[config.mk]
export PLATFORM = sky130hd
export DESIGN_NAME = demux_stream_array
export DESIGN_NICKNAME = d
export VERILOG_FILES = /design/src/rtl/demux_stream_array.sv
export SDC_FILE = /design/constraint.sdc
export NUM_CORES = 1
export LEC_CHECK = 0
export CORE_MARGIN = 1.5
export CORE_UTILIZATION = 25
export DETAILED_ROUTE_END_ITERATION = 12
export GPL_ROUTABILITY_DRIVEN = 0
export PLACE_DENSITY = 0.48
export SYNTH_ARGS = -nofsm -noshare
export SYNTH_HDL_FRONTEND = slang
export SYNTH_SLANG_ARGS = --single-unit
[constraint.sdc]
create_clock -name clk -period 5.3 [get_ports clk]
set_input_delay 0.53 -clock clk [delete_from_list [all_inputs] [get_ports clk]]
set_output_delay 0.53 -clock clk [all_outputs]
set_load 0.005 [all_outputs]
[src/rtl/demux_stream_array.sv]
// ============================================================================
// Module   : demux_stream_array
// Brief    : Registered 1:NUM_OUT vector-beat demux with ready/valid handshakes.
//            Supports DIRECT, BROADCAST and ROUND_ROBIN routing modes.
//            Optional statistics counters: DEMUX_STREAM_ARRAY_STATS_EN
// Revision : 1.0 - initial release
// ============================================================================
`default_nettype none

module demux_stream_array #(
    parameter int ARRAY_SIZE = 9,
    parameter int DATA_SIZE  = 8,
    parameter int NUM_OUT    = 4,
    localparam int SEL_W     = $clog2(NUM_OUT),
    localparam int W         = ARRAY_SIZE * DATA_SIZE
) (
    input  logic                   clk,
    input  logic                   rst_n,
    input  logic                   s_valid,
    output logic                   s_ready,
    input  logic [W-1:0]           s_data,
    input  logic [SEL_W-1:0]       s_sel,
    input  logic [1:0]             s_mode,
    output logic [NUM_OUT-1:0]     m_valid,
    input  logic [NUM_OUT-1:0]     m_ready,
    output logic [NUM_OUT*W-1:0]   m_data,
    output logic [SEL_W-1:0]       rr_ptr,
    output logic                   sel_err
`ifdef DEMUX_STREAM_ARRAY_STATS_EN
    ,
    output logic [NUM_OUT*16-1:0]  beat_cnt,
    output logic [15:0]            drop_cnt,
    input  logic                   stats_clr
`endif
);

    localparam logic [1:0]       MODE_BCAST = 2'b01;
    localparam logic [1:0]       MODE_RR    = 2'b10;
    localparam logic [SEL_W:0]   NUM_OUT_C  = (SEL_W+1)'(NUM_OUT);
    localparam logic [SEL_W-1:0] LAST_CH    = SEL_W'(NUM_OUT - 1);

    logic                 w_is_bcast;
    logic                 w_is_rr;
    logic                 w_is_direct;
    logic                 w_sel_bad;
    logic                 w_accept;
    logic [NUM_OUT-1:0]   w_tgt;
    logic [NUM_OUT-1:0]   w_free;
    logic [NUM_OUT-1:0]   w_load;
    logic [NUM_OUT-1:0]   m_valid_q, m_valid_d;
    logic [SEL_W-1:0]     rr_ptr_q, rr_ptr_d;
    logic                 sel_err_q, sel_err_d;

    // The reserved mode code falls through to DIRECT routing.
    assign w_is_bcast  = (s_mode == MODE_BCAST);
    assign w_is_rr     = (s_mode == MODE_RR);
    assign w_is_direct = !w_is_bcast && !w_is_rr;
    assign w_sel_bad   = ({1'b0, s_sel} >= NUM_OUT_C);

    always_comb begin
        w_tgt = '0;
        for (int k = 0; k < NUM_OUT; k++) begin
            w_tgt[k] = w_is_bcast
                     || (w_is_rr     && (rr_ptr_q == SEL_W'(k)))
                     || (w_is_direct && (s_sel    == SEL_W'(k)));
        end
    end

    // An empty target set (bad select) is always ready, so the beat drops.
    assign w_free   = ~m_valid_q | m_ready;
    assign s_ready  = &(w_free | ~w_tgt);
    assign w_accept = s_valid && s_ready;
    assign w_load   = {NUM_OUT{w_accept}} & w_tgt;

    always_comb begin
        m_valid_d = w_load | (m_valid_q & ~m_ready);
        rr_ptr_d  = rr_ptr_q;
        if (w_accept && w_is_rr) begin
            rr_ptr_d = (rr_ptr_q == LAST_CH) ? '0 : rr_ptr_q + 1'b1;
        end
        sel_err_d = w_accept && w_is_direct && w_sel_bad;
    end

    always_ff @(posedge clk or negedge rst_n) begin
        if (!rst_n) begin
            m_valid_q <= '0;
            rr_ptr_q  <= '0;
            sel_err_q <= 1'b0;
        end else begin
            m_valid_q <= m_valid_d;
            rr_ptr_q  <= rr_ptr_d;
            sel_err_q <= sel_err_d;
        end
    end

    generate
        for (genvar k = 0; k < NUM_OUT; k++) begin : g_ch
            logic [W-1:0] data_q;

            always_ff @(posedge clk or negedge rst_n) begin
                if (!rst_n) begin
                    data_q <= '0;
                end else if (w_load[k]) begin
                    data_q <= s_data;
                end
            end

            assign m_data[k*W +: W] = data_q;
        end
    endgenerate

    assign m_valid = m_valid_q;
    assign rr_ptr  = rr_ptr_q;
    assign sel_err = sel_err_q;

`ifdef DEMUX_STREAM_ARRAY_STATS_EN
    logic [15:0] drop_cnt_q;

    generate
        for (genvar k = 0; k < NUM_OUT; k++) begin : g_beat
            logic [15:0] cnt_q;

            always_ff @(posedge clk or negedge rst_n) begin
                if (!rst_n) begin
                    cnt_q <= '0;
                end else if (stats_clr) begin
                    cnt_q <= '0;
                end else if (m_valid_q[k] && m_ready[k] && (cnt_q != 16'hFFFF)) begin
                    cnt_q <= cnt_q + 16'd1;
                end
            end

            assign beat_cnt[k*16 +: 16] = cnt_q;
        end
    endgenerate

    always_ff @(posedge clk or negedge rst_n) begin
        if (!rst_n) begin
            drop_cnt_q <= '0;
        end else if (stats_clr) begin
            drop_cnt_q <= '0;
        end else if (sel_err_q && (drop_cnt_q != 16'hFFFF)) begin
            drop_cnt_q <= drop_cnt_q + 16'd1;
        end
    end

    assign drop_cnt = drop_cnt_q;
`endif

endmodule

`default_nettype wire
# --- Word level (Yosys, flattened, before mapping) ---
# Cells that the tools add are included.
totals:
  reg_bits: 294
  latchBits: 0
  mem_bits_rw: 0
  romBits: 0
  inputBits: 83
  output_inout_bits: 296
  n_memories: 0
classes:
  n_addsub: 1
  mul: 0
  n_div: 0
  n_lt_le_gt_ge: 0
  n_eq_ne: 8
  shifts: 0
  n_mux: 1
  bitwise_logic: 8
  n_reduce_logical: 24
op_table:
  columns: ["operator", "n"]
  rows:
  - ["$not 4->4", 3]
  - ["$or 4x4->4", 3]
  - ["$logic_and 1x1->1", 11]
  - ["$eq 2x2->1 const B", 5]
  - ["$and 4x4->4", 2]
  - ["$logic_or 1x1->1", 8]
  - ["$eq 2x1->1 const B", 3]
  - ["$logic_not 2->1", 2]
  - ["$reduce_and 4->1", 1]
  - ["$add 2x1->2 const B", 1]
  - ["$logic_not 1->1", 2]
  - ["$mux 2", 1]

# --- Longest topological paths before layout ---
# Gate-level depths: netlist (run 1).
depth:
  depth_word: 11
  depth_mapped: 9

# --- Worst setup path before layout (run 1) ---
# Ideal clock, no wire load.
synth_path:
  path_kind: "input -> register"
  from: "input port s_mode[0]"
  to: "register g_ch[0].data_q[10]"
  setup_time_ns: 0.125
  arrival_time_ns: 2.450
  t_required_ns: 5.175
  setup_slack_ns: 2.725
  path_stages: 9
  path_buffers: 2
  path_cell_list: "inv_1 -> ha_1 -> nand3b_1 -> a21oi_1 -> a2111oi_4 -> and3_2 -> buf_4 -> buf_6 -> mux2_2"
synth_via:
  elab_chain_cells: 10
  elab_cells_between_ends: 26
  cone_classes: "eq/ne (2); bitwise (3); reduce/logical (21)"
synth_rtl:
  columns: ["element", "line_no", "source"]
  rows:
  - ["from (decl)", "23", "input logic [1:0] s_mode,"]
  - ["$eq 2x1->1 or $eq 2x2->1 (tied branches)", "55, 56", null]
  - ["$logic_not 1->1", "57", "assign w_is_direct = !w_is_bcast && !w_is_rr;"]
  - ["$logic_and 1x1->1", "57", null]
  - ["$logic_and 1x1->1", "65", "|| (w_is_direct && (s_sel == SEL_W'(k)));"]
  - ["$logic_or 1x1->1", "65", null]
  - ["$not 4->4 *", "71", "assign s_ready = &(w_free | ~w_tgt);"]
  - ["$or 4x4->4 *", "71", null]
  - ["$reduce_and 4->1 *", "71", null]
  - ["net s_ready", "20", "output logic s_ready,"]
  - ["$logic_and 1x1->1 *", "72", "assign w_accept = s_valid && s_ready;"]
  - ["$and 4x4->4 *", "73", "assign w_load = {NUM_OUT{w_accept}} & w_tgt;"]
  - ["to (signal assigned)", "104", "data_q <= s_data;"]
  - ["to (decl)", "98", "logic [W-1:0] data_q;"]
# Mark *: on every way through the listed nets, which the timed path passes. The rest lies on a longest branch.
# A chain may end at the register's enable or synchronous reset.

# --- Final worst setup path (run 1) ---
layout_path:
  from: "input port s_mode[0]"
  to: "output port s_ready"
layout_via:
  elab_chain_cells: 8
  elab_cells_between_ends: 24
  cone_classes: "eq/ne (2); bitwise (2); reduce/logical (20)"
layout_rtl:
  columns: ["element", "line_no"]
  rows:
  - ["$eq 2x1->1 or $eq 2x2->1 (tied branches)", "55, 56"]
  - ["$logic_not 1->1", "57"]
  - ["$logic_and 1x1->1", "57"]
  - ["$logic_and 1x1->1", "65"]
  - ["$logic_or 1x1->1", "65"]
  - ["$not 4->4 *", "71"]
  - ["$or 4x4->4 *", "71"]
  - ["$reduce_and 4->1 *", "71"]
  - ["to (decl)", "20"]
# Every way passes the cells marked *; elsewhere a longest branch is shown, timed or not.

==> results of run 1 <==
## per-layer routing
metal / track usage / share of wire / vias up
met5: 0 / 0.00096 / -
met4: 0.0452 / 0.020 / 4
met3: 0.0573 / 0.090 / 44
met2: 0.219 / 0.46 / 237
met1: 0.177 / 0.43 / 3625
li1: - / - / 3103
## where the power goes
group	internal, W	switching (W)	total (W)	leakage [nW]
combinational	0.00245	0.00116	0.00361	2.88
sequential	0.00321	0.000484	0.00370	3.45
clock	0.00155	0.000940	0.00249	0.565
total	0.00721	0.00259	0.00979	6.89
## sequential cells by signal, summed over array words and instances (netlist names)
register	cells
g_ch.data_q	288
m_valid	4
rr_ptr	2
## worst max-delay path by stage
stage	end	slack, ns
CTS	s_ready	1.79
floorplan	g_ch[0].data_q[10]	2.73
global route	g_ch[1].data_q[48]	1.60
detailed placement	g_ch[1].data_q[47]	1.24
finish	s_ready	1.80
global placement	g_ch[1].data_q[49]	1.30
## Yosys cell counts, drive strengths merged
library cell	number	share of area
inv	4	0.0013
nand3	4	0.0031
nand3b	2	0.0013
nand2	6	0.0020
nand2b	4	0.0022
ha	6	0.0067
mux2	290	0.29
or2	1	0.00056
nor2	1	0.00033
conb	1	0.00033
buf	30	0.029
a21oi	7	0.0034
o21ai	1	0.00044
dfrtp	294	0.65
and2b	1	0.00078
a2111oi	1	0.0024
and3	2	0.0013
## final cells by class
type / instances / area [um2]
clock buffers: 56 / 1050
inverters: 4 / 15.0
multi-input cells: 327 / 3570
fillers: 4263 / 27600
flip-flops and latches: 294 / 7360
repair buffers: 385 / 3890
well taps: 592 / 741
clock inverters: 6 / 135
## logic make-up after synthesis
| family | synth area share |
|---|---|
| AOI/OAI and AO/OA | 0.00634 |
| adders and majority gates | 0.00667 |
| buffers and inverters | 0.0307 |
| DFF | 0.654 |
| muxes | 0.290 |
| other | 0.000333 |
| and+or+nand+nor | 0.0117 |
## metrics by stage
stage | cells | area, um2
2_1_floorplan | 655 | 11200
3_3_place_gp | 1601 | 15600
3_5_place_dp | 1601 | 15600
4_1_cts | 1664 | 16800
5_1_grt | 1664 | 16800
6_report | 1664 | 16800
## what timing repair did
action,in CTS,in global routing
buffers inserted,0,0
hold buffers,1,0
hold endpoints to repair,31,0
==> impl_metrics.csv, run 1 <==
group,metric,value,unit
global_routing,wire_length_of_the_first_global_routing_pass,49800,um
synthesis,synth-seq-cells,294,
clock_network,ctsRootBufferMaster,"sky130_fd_sc_hd__clkbuf_16",
critical_path,critPathTopFamily,"buffers and inverters",
floorplan,core_area,0.0443,mm2
place,place.detailed.hpwl,21900,um
final_layout,mostFrequentLayoutCells,"376 x sky130_fd_sc_hd__clkdlybuf4s50_1, 294 x sky130_fd_sc_hd__dfrtp_1, 290 x sky130_fd_sc_hd__mux2_2",
floorplan,floorplan.io_pins,379,
timing,worst_slew_pin_tran,0.907,ns
timing,final-setup-viol-count,0,
critical_path,critical_path.max_stage_delay,0.67,ns
critical_path,critical_path.startpoint_type,"primary input",
detailed_routing,post-route-drc-count,0,
detailed_routing,post_drt_via_cell_ratio,4.21,
critical_path,critical_path_buf_inv_count,3,
place,pre_cts_slack,1.24,ns
detailed_routing,ant_nets,0,
critical_path,cp.arrival,2.97,ns
final_layout,mostFrequentLayoutCell,"sky130_fd_sc_hd__clkdlybuf4s50_1",
timing,final_period_minus_worst_setup_slack,3.50,ns
power,finalPower,0.00979,W
min_path,hold_path.class,"in -> async",
critical_path,crit_type,"in -> out",
floorplan,fp.dieArea,0.0463,mm2
power,total_leakage_power,6.89,nW
status,result_of_the_run,"finished, final reports clean",
critical_path,cp-end-kind,"output port",
clock_network,cts_made_buffers,37,
final_layout,synthToLayoutAreaGrowth,49.0,%
clock_network,cts_tree,"yes",
critical_path,cell_type_of_the_slowest_stage_on_the_worst_timing_path,"sky130_fd_sc_hd__clkdlybuf4s50_1",
synthesis,post_synthesis_cells,655,
clock_network,clock_sink_count,294,
global_routing,grtUsageTotal,0.141,
timing,timing.final.hold_violations,0,
timing,finalWorstSetupSlack,1.80,ns
critical_path,worstReg2RegStart,"rr_ptr[0]",
timing,slew_violations,0,
critical_path,crit_path_max_fanout,6,
global_routing,grt_max_degree,143,
floorplan,chipWidth,215,um
detailed_routing,firstDrtPassIters,4,
clock_network,clock_pin_slew_on_the_worst_setup_and_hold_paths,0.06,ns
timing,whs,0.453,ns
critical_path,cp.depth,7,
timing,finalCritPeriodShare,0.660,
floorplan,floorplan_row_count,77,
final_layout,antennaDiodeCount,0,
global_routing,first_global_vias,7595,
critical_path,reg2reg_to,"g_ch[1].data_q[49]",
clock_network,maximum_count_of_clock_buffers_along_a_single_path,3,
timing,achievable-frequency,286,MHz
detailed_routing,route.detailed.wl_per_inst,19.4,um
clock_network,htree_levels,2,
timing,max_slew_margin,0.395,
detailed_routing,vias,7013,
global_routing,grt_antenna_before_repair,2,
final_layout,utilization,0.378,
run,maxCapViolations,0,
final_layout,nNetsFinal,1138,
place,port_buffers,377,
synthesis,mean_cell_area_of_the_mapped_netlist,17.2,um2
critical_path,rr_worst_depth,8,
detailed_routing,drt_iter0_drc,299,
critical_path,critical-path-top-cell-by-count,"sky130_fd_sc_hd__clkdlybuf4s50_1",
critical_path,crit_path_cell_trace,"clkdlybuf4s50_1 > inv_1 > ha_1 > a21oi_1 > o21ai_0 > a2111oi_4 > clkdlybuf4s50_1",
timing,timing.setup.tns,0,ns
floorplan,die_height,215,um
clock_network,latest_clock_arrival_within_the_worst_skew_pair,0.53,ns
power,vdd_ir_max,0.261,mV
timing,grt_setup_unrepaired,"no",
synthesis,sequential_fraction_of_the_synthesis_area,0.654,
critical_path,critical_path_required,4.77,ns
synthesis,synth.distinct_cells,20,
timing,final.setup_skew,0.0126,ns
power,power-per-cell-area,584,mW/mm2
detailed_routing,routed_wirelength,32300,um
critical_path,setup.worst_path.start,"s_mode[0]",
critical_path,worst-r2r-setup-slack,1.89,ns
synthesis,warnings_from_yosys,0,
floorplan,initial_core_util,0.254,
global_routing,gr-total-overflow,0,
final_layout,layout-drive-gt1-share,0.331,
synthesis,synth.net_count,744,
synthesis,post_synth_instance_area,0.0112,mm2
clock_network,post_cts_resize_count,0,
Note: power is estimated with default switching activity, not from simulation.
==> inputs of run 2 (changes only) <==
- PLACE_DENSITY: 0.48 -> 0.5
- clock period: 5.3 -> 2.9 ns (I/O delays scaled with it)
==> run 2 against run 1 <==
Compared with the run above: register-to-register slack got worse by 1.6 ns; count of clock-buffer cells in the layout fell by 4; utilization rose by 0.72 points; cell area rose by 1.9%; first-iteration DRC count fell by 25%; routed wire length rose by 0.36%; cell count rose by 1.4%; combinational power rose by 86%; hold slack got worse by 0.11 ns; critical path type is now reg -> reg; largest cell class unchanged; highest routed layer is now met4.
==> impl_metrics.csv, run 2 (synthesis gave the netlist of run 1 again) <==
group,metric,value,unit
timing,whs,0.340,ns
clock_network,latest_clock_arrival_within_the_worst_skew_pair,0.54,ns
global_routing,grtUsageTotal,0.142,
detailed_routing,ant_nets,0,
status,result_of_the_run,"finished, final reports clean",
critical_path,cp.arrival,3.00,ns
floorplan,die_height,215,um
final_layout,layout-drive-gt1-share,0.358,
critical_path,critical_path.startpoint_type,"flop",
timing,finalCritPeriodShare,0.893,
detailed_routing,route.detailed.wl_per_inst,19.2,um
timing,slew_violations,0,
final_layout,synthToLayoutAreaGrowth,51.8,%
min_path,hold_path.class,"in -> async",
global_routing,global_route.usage.met3,0.0504,
critical_path,rr_worst_depth,10,
floorplan,core_area,0.0443,mm2
timing,final.setup_skew,0.0310,ns
critical_path,worstReg2RegStart,"rr_ptr[0]",
timing,final_period_minus_worst_setup_slack,2.59,ns
place,port_buffers,377,
global_routing,gr-usage-met2,0.225,
final_layout,mostFrequentLayoutCells,"375 x sky130_fd_sc_hd__clkdlybuf4s50_1, 293 x sky130_fd_sc_hd__dfrtp_1, 290 x sky130_fd_sc_hd__mux2_2",
place,place.detailed.hpwl,22500,um
critical_path,reg2reg_to,"g_ch[0].data_q[6]",
power,power-per-cell-area,1050,mW/mm2
clock_network,clock_sink_count,294,
floorplan,initial_core_util,0.254,
final_layout,nNetsFinal,1161,
run,maxCapViolations,0,
timing,max_slew_margin,0.568,
timing,grt_setup_unrepaired,"no",
critical_path,cp-end-kind,"flop",
detailed_routing,vias,7101,
global_routing,grt_max_degree,75,
power,total_leakage_power,7.09,nW
final_layout,mostFrequentLayoutCell,"sky130_fd_sc_hd__clkdlybuf4s50_1",
global_routing,first_global_vias,7654,
global_routing,grt_antenna_before_repair,1,
clock_network,cts_tree,"yes",
detailed_routing,drt_iter0_drc,225,
floorplan,chipWidth,215,um
clock_network,cts_made_buffers,36,
clock_network,ctsRootBufferMaster,"sky130_fd_sc_hd__clkbuf_16",
floorplan,fp.dieArea,0.0463,mm2
global_routing,grt_busiest_layer,"met2",
clock_network,htree_levels,2,
timing,final-setup-viol-count,0,
detailed_routing,firstDrtPassIters,4,
critical_path,worst-r2r-setup-slack,0.31,ns
floorplan,floorplan.io_pins,379,
global_routing,gr-total-overflow,0,
timing,worst_slew_pin_tran,0.648,ns
critical_path,critical_path_required,3.31,ns
global_routing,wire_length_of_the_first_global_routing_pass,49900,um
final_layout,largest_register_ff_count,288,
detailed_routing,post-route-drc-count,0,
final_layout,antennaDiodeCount,0,
detailed_routing,routed_wirelength,32400,um
final_layout,layout.filler_cells,4194,
timing,achievable-frequency,386,MHz
final_layout,top_register,"g_ch.data_q",
detailed_routing,post_drt_via_cell_ratio,4.21,
clock_network,maximum_count_of_clock_buffers_along_a_single_path,3,
critical_path,crit_path_max_fanout,28,
global_routing,use_met1,0.180,
power,vdd_ir_max,0.519,mV
floorplan,floorplan_row_count,77,
critical_path,crit_type,"reg -> reg",
clock_network,clock_pin_slew_on_the_worst_setup_and_hold_paths,0.06,ns
timing,timing.setup.tns,0,ns
timing,timing.final.hold_violations,0,
==> run 2: worst max path at each step <==
stage	end	slack [ns]	cells past startpoint	start
after CTS	s_ready	0.01	8	rr_ptr[0]
after global placement	s_ready	0.05	9	s_mode[1]
final	g_ch[0].data_q[6]	0.31	10	rr_ptr[0]
after detailed placement	g_ch[0].data_q[6]	0.05	10	s_mode[1]
after global routing	g_ch[0].data_q[6]	0.12	10	rr_ptr[0]
after floorplan	g_ch[0].data_q[10]	0.47	9	rr_ptr[0]
==> run 2: report_power, final <==
part	switching [W]	internal, W
Sequential	0.000886	0.00588
Clock	0.00175	0.00277
Combinational	0.00212	0.00458
Total	0.00475	0.0132
==> run 2: cell type report <==
| cell class | instances | area, um2 | share of cell area |
|---|---|---|---|
| Sequential cell | 294 | 7360 | 0.431 |
| Timing Repair Buffer | 409 | 4180 | 0.245 |
| Multi-Input combinational cell | 327 | 3570 | 0.209 |
| Clock buffer | 52 | 1120 | 0.0658 |
| Tap cell | 592 | 741 | 0.0434 |
| Clock inverter | 10 | 88.8 | 0.00520 |
| Inverter | 4 | 15.0 | 0.000879 |
==> run 2: stage by stage <==
stage	std cells	power, W	cell area [um2]	setup WS (ns)	util
after floorplan	655	0.00891	11200	0.465	-
after global placement	1618	0.0135	15800	0.0531	0.356
after detailed placement	1618	0.0136	15800	0.0494	0.356
after CTS	1685	0.0183	17100	0.0112	0.385
after global routing	1688	0.0190	17100	0.117	0.385
final	1688	0.0180	17100	0.311	0.385
==> run 2: critical path: stages, from the launching register on <==
cell,delay [ns]
sky130_fd_sc_hd__dfrtp_2,0.39
sky130_fd_sc_hd__inv_1,0.06
sky130_fd_sc_hd__ha_1,0.19
sky130_fd_sc_hd__a21oi_1,0.14
sky130_fd_sc_hd__o21ai_0,0.09
sky130_fd_sc_hd__buf_4,0.15
sky130_fd_sc_hd__a2111oi_4,0.38
sky130_fd_sc_hd__buf_4,0.17
sky130_fd_sc_hd__and3_4,0.25
sky130_fd_sc_hd__buf_12,0.24
sky130_fd_sc_hd__mux2_2,0.37
==> run 2: timing repair <==
action / CTS / global route
hold buffers: 1 / 0
setup buffers: 4 / 3
resized for setup: 2 / 1
endpoints found under the setup margin: 1 / 1
cloned: 0 / 0
pin swaps: 0 / 1
hold endpoints to repair: 64 / 0
==> run 2: routing by layer <==
layer  part of all wire  wire length (um)
met1               0.44             14200
met2               0.46             15000
met3              0.078              2540
met4              0.020               651
met5                  0                 0
==> inputs of run 3 (changes only) <==
- CORE_MARGIN: 1.5 -> 2
==> run 3 against run 2 <==
Compared with the run above: utilization is 0.17 points lower; largest cell class unchanged; first-iteration DRC count rose by 16%; sequential share of layout area increased by 0.19 points; hold slack better by 0.037 ns; die area is 0.93% higher; critical endpoint is now s_ready; sequential power hardly changed; critical path type is now reg -> out; clock skew down 0.016 ns; clock power down 7.7%; cell area decreased by 0.43%.
==> impl_metrics.csv, run 3 (synthesis gave the netlist of run 1 again) <==
group,metric,value,unit
status,result_of_the_run,"finished, final reports clean",
clock_network,maximum_count_of_clock_buffers_along_a_single_path,3,
global_routing,first_global_vias,7769,
timing,worst_slew_pin_tran,0.701,ns
timing,final.setup_skew,0.0147,ns
floorplan,initial_core_util,0.254,
floorplan,floorplan_row_count,77,
clock_network,htree_levels,2,
final_layout,utilization,0.384,
floorplan,chipWidth,216,um
critical_path,rr_worst_depth,12,
critical_path,worstReg2RegStart,"rr_ptr[0]",
final_layout,top_register,"g_ch.data_q",
critical_path,critical_path_required,2.61,ns
floorplan,floorplan.io_pins,379,
clock_network,cts_tree,"yes",
timing,grt_setup_unrepaired,"no",
place,placed_cells_incl_taps,1626,
critical_path,worst_setup_path_endpoint,"s_ready",
clock_network,latest_clock_arrival_within_the_worst_skew_pair,0.53,ns
timing,finalCritPeriodShare,0.901,
detailed_routing,post_drt_via_cell_ratio,4.18,
final_layout,nNetsFinal,1164,
final_layout,finalNonFillerCells,1686,
clock_network,ctsRootBufferMaster,"sky130_fd_sc_hd__clkbuf_16",
final_layout,synthToLayoutAreaGrowth,51.2,%
timing,final_period_minus_worst_setup_slack,2.61,ns
global_routing,grt_max_degree,82,
critical_path,worst-r2r-setup-slack,0.35,ns
global_routing,gr-total-overflow,0,
final_layout,layout.filler_cells,4242,
place,place.detailed.hpwl,22900,um
final_layout,mostFrequentLayoutCells,"375 x sky130_fd_sc_hd__clkdlybuf4s50_1, 293 x sky130_fd_sc_hd__dfrtp_1, 290 x sky130_fd_sc_hd__mux2_2",
clock_network,clock_pin_slew_on_the_worst_setup_and_hold_paths,0.06,ns
global_routing,grtUsageTotal,0.138,
detailed_routing,firstDrtPassIters,4,
final_layout,mostFrequentLayoutCell,"sky130_fd_sc_hd__clkdlybuf4s50_1",
timing,timing.final.hold_violations,0,
timing,slew_violations,0,
timing,achievable-frequency,383,MHz
floorplan,die_height,216,um
critical_path,critical-path-top-cell-by-count,"sky130_fd_sc_hd__buf_4",
detailed_routing,routed_wirelength,32300,um
global_routing,wire_length_of_the_first_global_routing_pass,49600,um
global_routing,grt_antenna_before_repair,0,
final_layout,largest_register_ff_count,288,
power,power-per-cell-area,1040,mW/mm2
floorplan,fp.dieArea,0.0467,mm2
critical_path,critPathTopFamily,"buffers and inverters",
critical_path,cp.depth,8,
critical_path,crit_path_cell_trace,"inv_1 > ha_1 > a21oi_1 > o21ai_0 > buf_4 > a2111oi_4 > buf_4 > dlygate4sd2_1",
timing,max_slew_margin,0.532,
min_path,hold_path.class,"in -> async",
critical_path,critical_path.max_stage_delay,0.37,ns
detailed_routing,drt_iter0_drc,262,
critical_path,critical_path_buf_inv_count,4,
place,port_buffers,377,
critical_path,cp.arrival,2.32,ns
clock_network,cts_made_buffers,35,
timing,timing.setup.tns,0,ns
final_layout,antennaDiodeCount,0,
detailed_routing,route.detailed.wl_per_inst,19.1,um
critical_path,reg2reg_to,"g_ch[3].data_q[27]",
critical_path,crit_path_max_fanout,3,
timing,final-setup-viol-count,0,
timing,whs,0.377,ns
run,maxCapViolations,0,
detailed_routing,ant_nets,0,
clock_network,clock_sink_count,294,
critical_path,crit_type,"reg -> out",
floorplan,core_area,0.0443,mm2
detailed_routing,vias,7042,
detailed_routing,post-route-drc-count,0,
final_layout,layout-drive-gt1-share,0.350,
critical_path,cell_type_of_the_slowest_stage_on_the_worst_timing_path,"sky130_fd_sc_hd__dfrtp_2",
power,total_leakage_power,7.04,nW
critical_path,cp-end-kind,"output port",
power,vdd_ir_max,0.487,mV
critical_path,critical_path.startpoint_type,"flop",
critical_path,setup.worst_path.start,"rr_ptr[0]",
run 3: changes by cell type in the layout (fill, tap and decap cells not counted), moves of 2 or more:
cell | before | now
sky130_fd_sc_hd__buf_4 | 18 | 20
sky130_fd_sc_hd__clkinv_2 | 7 | 4
sky130_fd_sc_hd__clkbuf_8 | 12 | 5
sky130_fd_sc_hd__clkbuf_1 | 2 | 9
sky130_fd_sc_hd__buf_12 | 12 | 15
run 3: worst min path at each step:
| stage | end | slack, ns | depth (start not counted) |
|---|---|---|---|
| 6_report | g_ch[2].data_q[52] | 0.38 | 2 |
| 3_3_place_gp | g_ch[2].data_q[52] | 0.34 | 1 |
| 5_1_grt | g_ch[2].data_q[52] | 0.41 | 2 |
| 3_5_place_dp | g_ch[2].data_q[52] | 0.34 | 1 |
| 4_1_cts | g_ch[2].data_q[52] | 0.37 | 2 |
| 2_1_floorplan | g_ch[0].data_q[0] | -0.006 | 0 |
run 3: layout make-up:
type	count	area (um2)	area share
Clock buffer	51	1030	0.0605
Clock inverter	5	50.0	0.00294
Multi-Input combinational cell	327	3570	0.210
Sequential cell	294	7360	0.433
Inverter	4	15.0	0.000883
Timing Repair Buffer	413	4240	0.249
Tap cell	592	741	0.0436
run 3: routing by layer:
metal,up-vias,track usage,part of all wire
met5,-,0,0
met2,246,0.216,0.46
met4,0,0.0358,0.020
li1,3151,-,-
met3,44,0.0598,0.093
met1,3601,0.176,0.43
run 3: what timing repair did:
action                     CTS  global route
resized for setup            2             0
setup buffers                3             0
hold endpoints to repair    72             0
hold buffers                 1             0
setup endpoints to repair    1             0
run 3: per-stage QoR:
stage | total power (W) | setup slack (ns) | cell area, um2
floorplan | 0.00891 | 0.465 | 11200
global placement | 0.0136 | -0.0115 | 15900
detailed placement | 0.0136 | -0.0180 | 15900
CTS | 0.0180 | 0.228 | 17000
global route | 0.0187 | 0.119 | 17000
finish | 0.0176 | 0.287 | 17000
run 3: worst reg2reg max path, cell delays in order, from the launching register on:
cell and delay [ns]:
sky130_fd_sc_hd__dfrtp_2 0.37, sky130_fd_sc_hd__inv_1 0.06, sky130_fd_sc_hd__ha_1 0.20, sky130_fd_sc_hd__a21oi_1 0.14
sky130_fd_sc_hd__o21ai_0 0.10, sky130_fd_sc_hd__buf_4 0.15, sky130_fd_sc_hd__a2111oi_4 0.34, sky130_fd_sc_hd__buf_4 0.17
sky130_fd_sc_hd__buf_4 0.15, sky130_fd_sc_hd__nand3_4 0.11, sky130_fd_sc_hd__buf_12 0.19, sky130_fd_sc_hd__buf_12 0.17
sky130_fd_sc_hd__mux2_2 0.28
run 3: report_power, final:
group | switching (W) | internal, W | total [W]
combinational | 0.00211 | 0.00458 | 0.00669
sequential | 0.000903 | 0.00588 | 0.00678
clock | 0.00164 | 0.00253 | 0.00417
